## config.mk

```make
export PLATFORM = sky130hd
export DESIGN_NAME = rst_seq_ctrl
export DESIGN_NICKNAME = d
export VERILOG_FILES = /design/src/rtl/rst_seq_ctrl.sv
export SDC_FILE = /design/constraint.sdc
export NUM_CORES = 1
export LEC_CHECK = 0
export CORE_MARGIN = 2
export CORE_UTILIZATION = 55
export DETAILED_ROUTE_END_ITERATION = 6
export GPL_TIMING_DRIVEN = 0
export PLACE_DENSITY = 0.79
export SKIP_CTS_REPAIR_TIMING = 1
export SYNTH_ARGS = -nofsm -noshare
export SYNTH_HDL_FRONTEND = slang
export SYNTH_SLANG_ARGS = --single-unit
```

## constraint.sdc

```tcl
create_clock -name clk -period 5.56 [get_ports clk]
set_clock_uncertainty 0.2 [all_clocks]
set_input_delay 0.556 -clock clk [delete_from_list [all_inputs] [get_ports clk]]
set_output_delay 0.556 -clock clk [all_outputs]
set_load 0.01 [all_outputs]
```

## src/rtl/rst_seq_ctrl.sv

```systemverilog
// Reset/clock-gating sequencer for one downstream domain: power-on sequence after
// controller reset, then round-robin service of per-requester domain-reset requests.
module rst_seq_ctrl #(
    parameter int N_REQ          = 4,
    parameter int GATE_CYCLES    = 5,
    parameter int RELEASE_CYCLES = 5,
    parameter int CNT_W          = 8
) (
    input  logic                       clk,
    input  logic                       reset,
    input  logic [N_REQ-1:0]           req,
    output logic [N_REQ-1:0]           ack,
    output logic [$clog2(N_REQ)-1:0]   grant_id,
    output logic                       busy,
    output logic                       domain_reset_n,
    output logic                       clk_en,
    output logic                       por_done
);

    localparam int ID_W = $clog2(N_REQ);
    localparam logic [CNT_W-1:0] GATE_LAST = CNT_W'(GATE_CYCLES - 1);
    localparam logic [CNT_W-1:0] REL_LAST  = CNT_W'(RELEASE_CYCLES - 1);

    typedef enum logic [1:0] {HOLD, RUN, DONE, IDLE} state_t;

    state_t             state, state_nxt;
    logic               por, por_nxt;
    logic [CNT_W-1:0]   cnt, cnt_nxt;
    logic [ID_W-1:0]    rr_ptr, rr_ptr_nxt;
    logic [N_REQ-1:0]   ack_nxt;
    logic [ID_W-1:0]    grant_id_nxt;
    logic               busy_nxt, domain_reset_n_nxt, clk_en_nxt, por_done_nxt;

    // Scan downward so the requester closest to ptr (in wrap order) is written last and wins.
    function automatic logic [ID_W-1:0] rr_pick(input logic [N_REQ-1:0] r,
                                                input logic [ID_W-1:0]  ptr);
        logic [ID_W-1:0] w;
        int              idx;
        w = ptr;
        for (int i = N_REQ - 1; i >= 0; i--) begin
            idx = (int'(ptr) + i) % N_REQ;
            if (r[idx]) w = ID_W'(idx);
        end
        return w;
    endfunction

    always_ff @(posedge clk or posedge reset) begin
        if (reset) begin
            state          <= HOLD;
            por            <= 1'b1;
            cnt            <= '0;
            rr_ptr         <= '0;
            ack            <= '0;
            grant_id       <= '0;
            busy           <= 1'b1;
            domain_reset_n <= 1'b0;
            clk_en         <= 1'b0;
            por_done       <= 1'b0;
        end else begin
            state          <= state_nxt;
            por            <= por_nxt;
            cnt            <= cnt_nxt;
            rr_ptr         <= rr_ptr_nxt;
            ack            <= ack_nxt;
            grant_id       <= grant_id_nxt;
            busy           <= busy_nxt;
            domain_reset_n <= domain_reset_n_nxt;
            clk_en         <= clk_en_nxt;
            por_done       <= por_done_nxt;
        end
    end

    always_comb begin
        state_nxt          = state;
        por_nxt            = por;
        cnt_nxt            = cnt;
        rr_ptr_nxt         = rr_ptr;
        ack_nxt            = '0;
        grant_id_nxt       = grant_id;
        busy_nxt           = busy;
        domain_reset_n_nxt = domain_reset_n;
        clk_en_nxt         = clk_en;
        por_done_nxt       = por_done;

        case (state)
            HOLD: begin
                if (cnt == GATE_LAST) begin
                    clk_en_nxt = 1'b1;
                    cnt_nxt    = '0;
                    state_nxt  = RUN;
                end else begin
                    cnt_nxt = cnt + CNT_W'(1);
                end
            end
            RUN: begin
                if (cnt == REL_LAST) begin
                    domain_reset_n_nxt = 1'b1;
                    cnt_nxt            = '0;
                    state_nxt          = DONE;
                    if (por) begin
                        por_done_nxt = 1'b1;
                        por_nxt      = 1'b0;
                    end else begin
                        ack_nxt = N_REQ'(1) << grant_id;
                    end
                end else begin
                    cnt_nxt = cnt + CNT_W'(1);
                end
            end
            DONE: begin
                busy_nxt  = 1'b0;
                state_nxt = IDLE;
                // A live ack register marks a served request; the POR pass leaves rr_ptr alone.
                if (|ack) begin
                    rr_ptr_nxt = (grant_id == ID_W'(N_REQ - 1)) ? '0 : grant_id + ID_W'(1);
                end
            end
            IDLE: begin
                if (|req) begin
                    grant_id_nxt       = rr_pick(req, rr_ptr);
                    busy_nxt           = 1'b1;
                    domain_reset_n_nxt = 1'b0;
                    clk_en_nxt         = 1'b0;
                    cnt_nxt            = '0;
                    state_nxt          = HOLD;
                end
            end
            default: state_nxt = HOLD;
        endcase
    end

endmodule

```

==> reports/results.ini, run 1 <==
[run_status]
status = finished clean

[grt]
grt_pass1_wl_mm = 4.44
grt_max_degree = 24
antenna_found_initial = 0
globalRouteOverflowTotal = 0
grt_usage_pct = 21.8
grt_pass1_vias = 1089

[synthesis]
netlist_instances = 130
ys_seq_elements = 23
yosys.area.top_type = dfrtp_1
synth_commonest_cells = 21 x dfrtp_1, 14 x o21ai_0, 13 x inv_1
synthTopCellsByArea = dfrtp_1 41%, ha_1 11%, o21ai_0 5.5%, dfstp_2 4.1%, a21oi_1 3.9%
syn_avg_cell_area_um2 = 9.87
ys_seq_area_share_pct = 45.1
yosysMostFrequentCell = dfrtp_1
ys_types = 37
synth_nets = 147
synth_area_mm2 = 0.00128
ys_async_sr_fraction_pct = 100
synth.top_cell.area_share_pct = 41.0
synth_ff_type = dfrtp_1
synth_edf_count = 0
yosysWarnings = 0

[sta]
slew_headroom_pct = 43.3
fin_setup_tns_ns = 0
min_period_over_period_pct = 40.5
setup_violations = 0
fmax_mhz = 444
final_max_slew_viol_count = 0
min_period_ns = 2.25
worst_slack_ns = 3.31
rsz0062_at_grt = no
hold_viol = 0
worst_pin_slew_ns = 0.850

[route]
via_count = 1022
finalWirelength_mm = 2.40
first_iter_violations = 36
ant_nets = 0
firstDrtPassIters = 4
routedWlPerCell_um = 13.6
avgViaCountPerCell = 5.77
drc_errors = 0

[die]
core-area_mm2 = 0.00221
die_h_um = 52.3
io_pins = 16
start_util_pct = 58.0
die_w_um = 52.3
dieArea_mm2 = 0.00273
row_count = 17

[placement]
pre_cts_slack_ns = 3.00
io_buffers = 15
dp_hpwl_mm = 1.86
routabilityCongestion = 0.817

[clock_network]
cts_tree = built
path_clk_slew_ns = 0.12
clk_latency_ns = 0.30
clockBufferDepth = 2
htree_num_levels = 1
numCtsBuffers = 3
cts_root_buffer = clkbuf_4
cts_sinks = 23

[pwr]
p_leak_nw = 0.666
powerDensity_mw_per_mm2 = 431
peakVddDrop_v = 0.000314

[setup_path]
worstSetupPathType = primary input to flop
slowest_delay_ns = 0.55
cp.depth = 5
crit_fanout = 6
required_ns = 5.57
rr_worst_depth = 6
worstPathCellList = clkdlybuf4s50_1, nor4_2, nand2_1, o21ai_0, mux2_2
rrSetupSlack_ns = 3.50
crit_arrival_ns = 2.26
slowest_stage = nor4_2
crit_buf_inv = 1
end_kind = flop
startpoint_type = primary input
cp_top_family = simple AND/OR/NAND/NOR gates

[run]
cap_violations = 0

[cells_and_area]
multi_input_area_um2 = 652
register_area_um2 = 578
final_nets = 167
drive_gt1_share_pct = 9.40
diodes = 0
areaGrowthSynthToFinish_pct = 16.5
n_fill_cell = 184

[hold_path]
hold_path.class = flop to flop
worstHoldPathCells = 2

## through the flow
stage	hold WS [ns]	total power (W)	std cells	cell area, µm²	utilization [%]
4_1_cts	0.307	0.000647	177	1490	67.5
5_1_grt	0.329	0.000709	177	1490	67.5
3_3_place_gp	0.265	0.000557	173	1470	66.3
2_1_floorplan	0.260	0.000468	130	1280	-
3_5_place_dp	0.280	0.000570	173	1470	66.3
6_report	0.300	0.000643	177	1490	67.5
## placed cells by master, fill, tap and decap left out, types with 2 or more instances in the layout
cell type        count
dfstp_2              2
nor3b_1              4
dfrtp_1             21
and2_1               2
clkdlybuf4s50_1     15
o21ai_0             14
mux2_2               3
nor2_1               4
ha_1                11
nand2_1             12
clkbuf_4             3
clkbuf_1             2
nand2b_1             2
nor3_1               2
a21oi_1             10
inv_1               13
o21bai_1             2
nor2b_1              2
o31ai_1              3
o22ai_1              3
## registers in the layout, indices dropped and copies added, names as in the netlist
name            flops
ack                 4
busy                1
clk_en              1
cnt                 8
domain_reset_n      1
grant_id            2
por                 1
por_done            1
rr_ptr              2
state               2
## worst paths after layout
kind | start | to
setup reg to reg | cnt[0] | state[1]
max in group asynchronous | reset | por_done
min in group asynchronous | reset | cnt[5]
setup / recovery | req[3] | state[1]
hold / removal | busy | busy
hold reg to reg | busy | busy
## cells by family (layout without fill, tap and decap cells)
family,after synthesis,count (layout),share of synthesized area (%)
AOI/OAI and AO/OA,40,40,19.0
adders and majority gates,11,11,10.7
buffers and inverters,14,33,4.10
DFF,23,23,45.1
muxes,4,4,3.41
and+or+nand+nor,38,38,17.7
## metal layers
layer / up-vias / wire length [µm] / global-route usage, % / part of all wire, %
li1: 501 / - / - / -
met4: 0 / 49 / 11.1 / 2.0
met5: - / 0 / 0 / 0
met1: 486 / 1160 / 27.9 / 48
met3: 6 / 88 / 3.71 / 3.7
met2: 29 / 1110 / 35.4 / 46
## tightest hold or removal path, cell delays in order (launching register included)
cell     delay [ns]
dfstp_2        0.39
inv_1          0.04
o21ai_0        0.07
## where the power goes
| part | internal (W) | leakage [nW] | switching (W) |
|---|---|---|---|
| Combinational | 0.000144 | 0.355 | 0.000168 |
| Clock | 0.0000280 | 0.0150 | 0.0000465 |
| Sequential | 0.000212 | 0.296 | 0.0000438 |
## area by class of cell
cell class	instances	share of cell area, %
buffer	1	0.251
clock buffer	4	1.76
inverter	13	3.27
multi-input combinational	93	43.6
sequential	23	38.7
tap	28	2.35
timing repair buffer	15	10.1
(Power assumes the default switching activity.)
==> run 2, diff against run 1 <==
--- a/config.mk
+++ b/config.mk
@@ -6,10 +6,10 @@
 export NUM_CORES = 1
 export LEC_CHECK = 0
 export CORE_MARGIN = 2
-export CORE_UTILIZATION = 55
+export CORE_UTILIZATION = 54
 export DETAILED_ROUTE_END_ITERATION = 6
 export GPL_TIMING_DRIVEN = 0
-export PLACE_DENSITY = 0.79
+export PLACE_DENSITY = 0.78
 export SKIP_CTS_REPAIR_TIMING = 1
 export SYNTH_ARGS = -nofsm -noshare
 export SYNTH_HDL_FRONTEND = slang
==> constraint.sdc (replaced) <==
create_clock -name clk -period 2.25 [get_ports clk]
set_clock_uncertainty 0.2 [all_clocks]
set_input_delay 0.225 -clock clk [delete_from_list [all_inputs] [get_ports clk]]
set_output_delay 0.225 -clock clk [all_outputs]
set_load 0.01 [all_outputs]
==> reports/results.ini, run 2 (same netlist as run 1, synthesis figures left out) <==
[run_status]
status = finished clean

[placement]
io_buffers = 15  ; unchanged
pre_cts_slack_ns = 0.0543  ; -2.94 ns
routabilityCongestion = 0.824  ; +0.80%
dp_hpwl_mm = 1.93  ; +3.5%

[clock_network]
cts_sinks = 23  ; unchanged
htree_num_levels = 1  ; unchanged
path_clk_slew_ns = 0.13  ; about the same
cts_root_buffer = clkbuf_4
numCtsBuffers = 3  ; unchanged
cts_tree = built
clk_latency_ns = 0.31  ; about the same
clockBufferDepth = 2  ; unchanged

[grt]
grt_usage_pct = 21.6  ; -0.27 points
grt_max_degree = 24  ; unchanged
antenna_found_initial = 0  ; unchanged
grt_pass1_vias = 1026  ; -5.8%
globalRouteOverflowTotal = 0  ; unchanged
grt_pass1_wl_mm = 4.34  ; -2.3%

[pwr]
powerDensity_mw_per_mm2 = 1080  ; +150%
p_total_w = 0.00161  ; +150%
peakVddDrop_v = 0.000738  ; +140%
p_leak_nw = 0.668  ; +0.18%

[die]
io_pins = 16  ; unchanged
core-area_mm2 = 0.00223  ; +0.96%
dieArea_mm2 = 0.00278  ; +1.7%
row_count = 17  ; unchanged
start_util_pct = 57.4  ; -0.55 points
die_w_um = 52.7  ; +0.85%
die_h_um = 52.7  ; +0.85%

[cells_and_area]
final_cell_mix = 21 x dfrtp_1, 15 x clkdlybuf4s50_1, 14 x o21ai_0
final_common_cell = dfrtp_1
top_register = cnt
largest_reg_flops = 8  ; unchanged
final_nets = 167  ; unchanged
diodes = 0  ; unchanged
post-route-util_pct = 67.1  ; -0.42 points
reg_top3 = cnt x8, ack x4
areaGrowthSynthToFinish_pct = 16.9
drive_gt1_share_pct = 10.1  ; +0.67 points

[sta]
hold_viol = 0  ; unchanged
rsz0062_at_grt = no
min_period_ns = 2.03
slew_headroom_pct = 43.3  ; +0.048 points
worst_slack_ns = 0.221  ; -3.09 ns
setup_violations = 0  ; unchanged
fin_setup_tns_ns = 0  ; unchanged
min_period_over_period_pct = 90.2
worst_pin_slew_ns = 0.849  ; -0.000718 ns
fmax_mhz = 493
final_max_slew_viol_count = 0  ; unchanged
hold_ws_ns = 0.165  ; -0.135 ns

[route]
ant_nets = 0  ; unchanged
drc_errors = 0  ; unchanged
first_iter_violations = 9  ; -75%
avgViaCountPerCell = 5.84  ; +1.1%
routedWlPerCell_um = 14.4  ; +6.4%
finalWirelength_mm = 2.56  ; +6.4%
via_count = 1033  ; +1.1%
firstDrtPassIters = 4  ; unchanged

[setup_path]
worstPathCellList = inv_1, ha_1, and4bb_4, and2_4, o21ai_0, mux2_2
required_ns = 2.27  ; -3.30 ns
rrSetupSlack_ns = 0.22  ; -3.28 ns
worstSetupEndpoint = state[1]
worstReg2RegStart = cnt[0]
crit_arrival_ns = 2.05  ; -0.21 ns
rr_worst_depth = 6  ; unchanged
crit_fanout = 6  ; unchanged
worstSetupPathType = flop to flop
end_kind = flop
r2r_end = state[1]
slowest_stage = dfrtp_1
startpoint_type = flop
timing.critical_path.from = cnt[0]
slowest_delay_ns = 0.42  ; -0.13 ns

[run]
cap_violations = 0  ; unchanged

[hold_path]
hold_path.class = primary input to async pin

run 2: cell counts in the layout (fill, tap and decap cells not counted):
Identical to the previous run, type by type.
run 2: power by group:
part | leakage, nW | switching [W] | internal (W)
sequential | 0.296 | 0.000107 | 0.000524
combinational | 0.357 | 0.000423 | 0.000365
clock | 0.0150 | 0.000124 | 0.0000693
total | 0.668 | 0.000654 | 0.000959
run 2: routing by layer:
layer	share of wire [%]	vias to the layer above	GRT usage [%]	wire length [µm]
li1	-	506	-	-
met1	45	503	27.5	1160
met2	50	20	36.3	1270
met3	3.1	4	2.57	80
met4	1.9	0	9.83	48
met5	0	-	0	0
run 2: worst min-delay path by stage:
stage / start / end / slack [ns] / depth (start not counted)
2_1_floorplan: reset / ack[0] / 0.03 / 1
3_3_place_gp: por_done / por_done / 0.25 / 1
3_5_place_dp: por_done / por_done / 0.26 / 1
4_1_cts: reset / ack[2] / 0.21 / 2
5_1_grt: reset / cnt[7] / 0.27 / 2
6_report: reset / grant_id[0] / 0.17 / 2
run 2: cell type report:
class                      count  area, µm²
buffer                         1       3.75
clock buffer                   4       26.3
fill                         189        734
inverter                      13       48.8
multi-input combinational     93        657
sequential                    23        578
tap                           28       35.0
timing repair buffer          15        150
run 2: metrics by stage:
step	cells	instance area [µm²]
2_1_floorplan	130	1280
3_3_place_gp	173	1470
3_5_place_dp	173	1470
4_1_cts	177	1490
5_1_grt	177	1500
6_report	177	1500
run 2: critical path: cells and delay by family (launching register included):
family                   cells  cell delay [ns]
adder cells (fa/ha/maj)      1             0.19
multiplexers                 1             0.38
flip-flops                   1             0.42
buffers and inverters        1             0.06
AND/OR/NAND/NOR              2             0.37
AO/OA/AOI/OAI                1             0.32
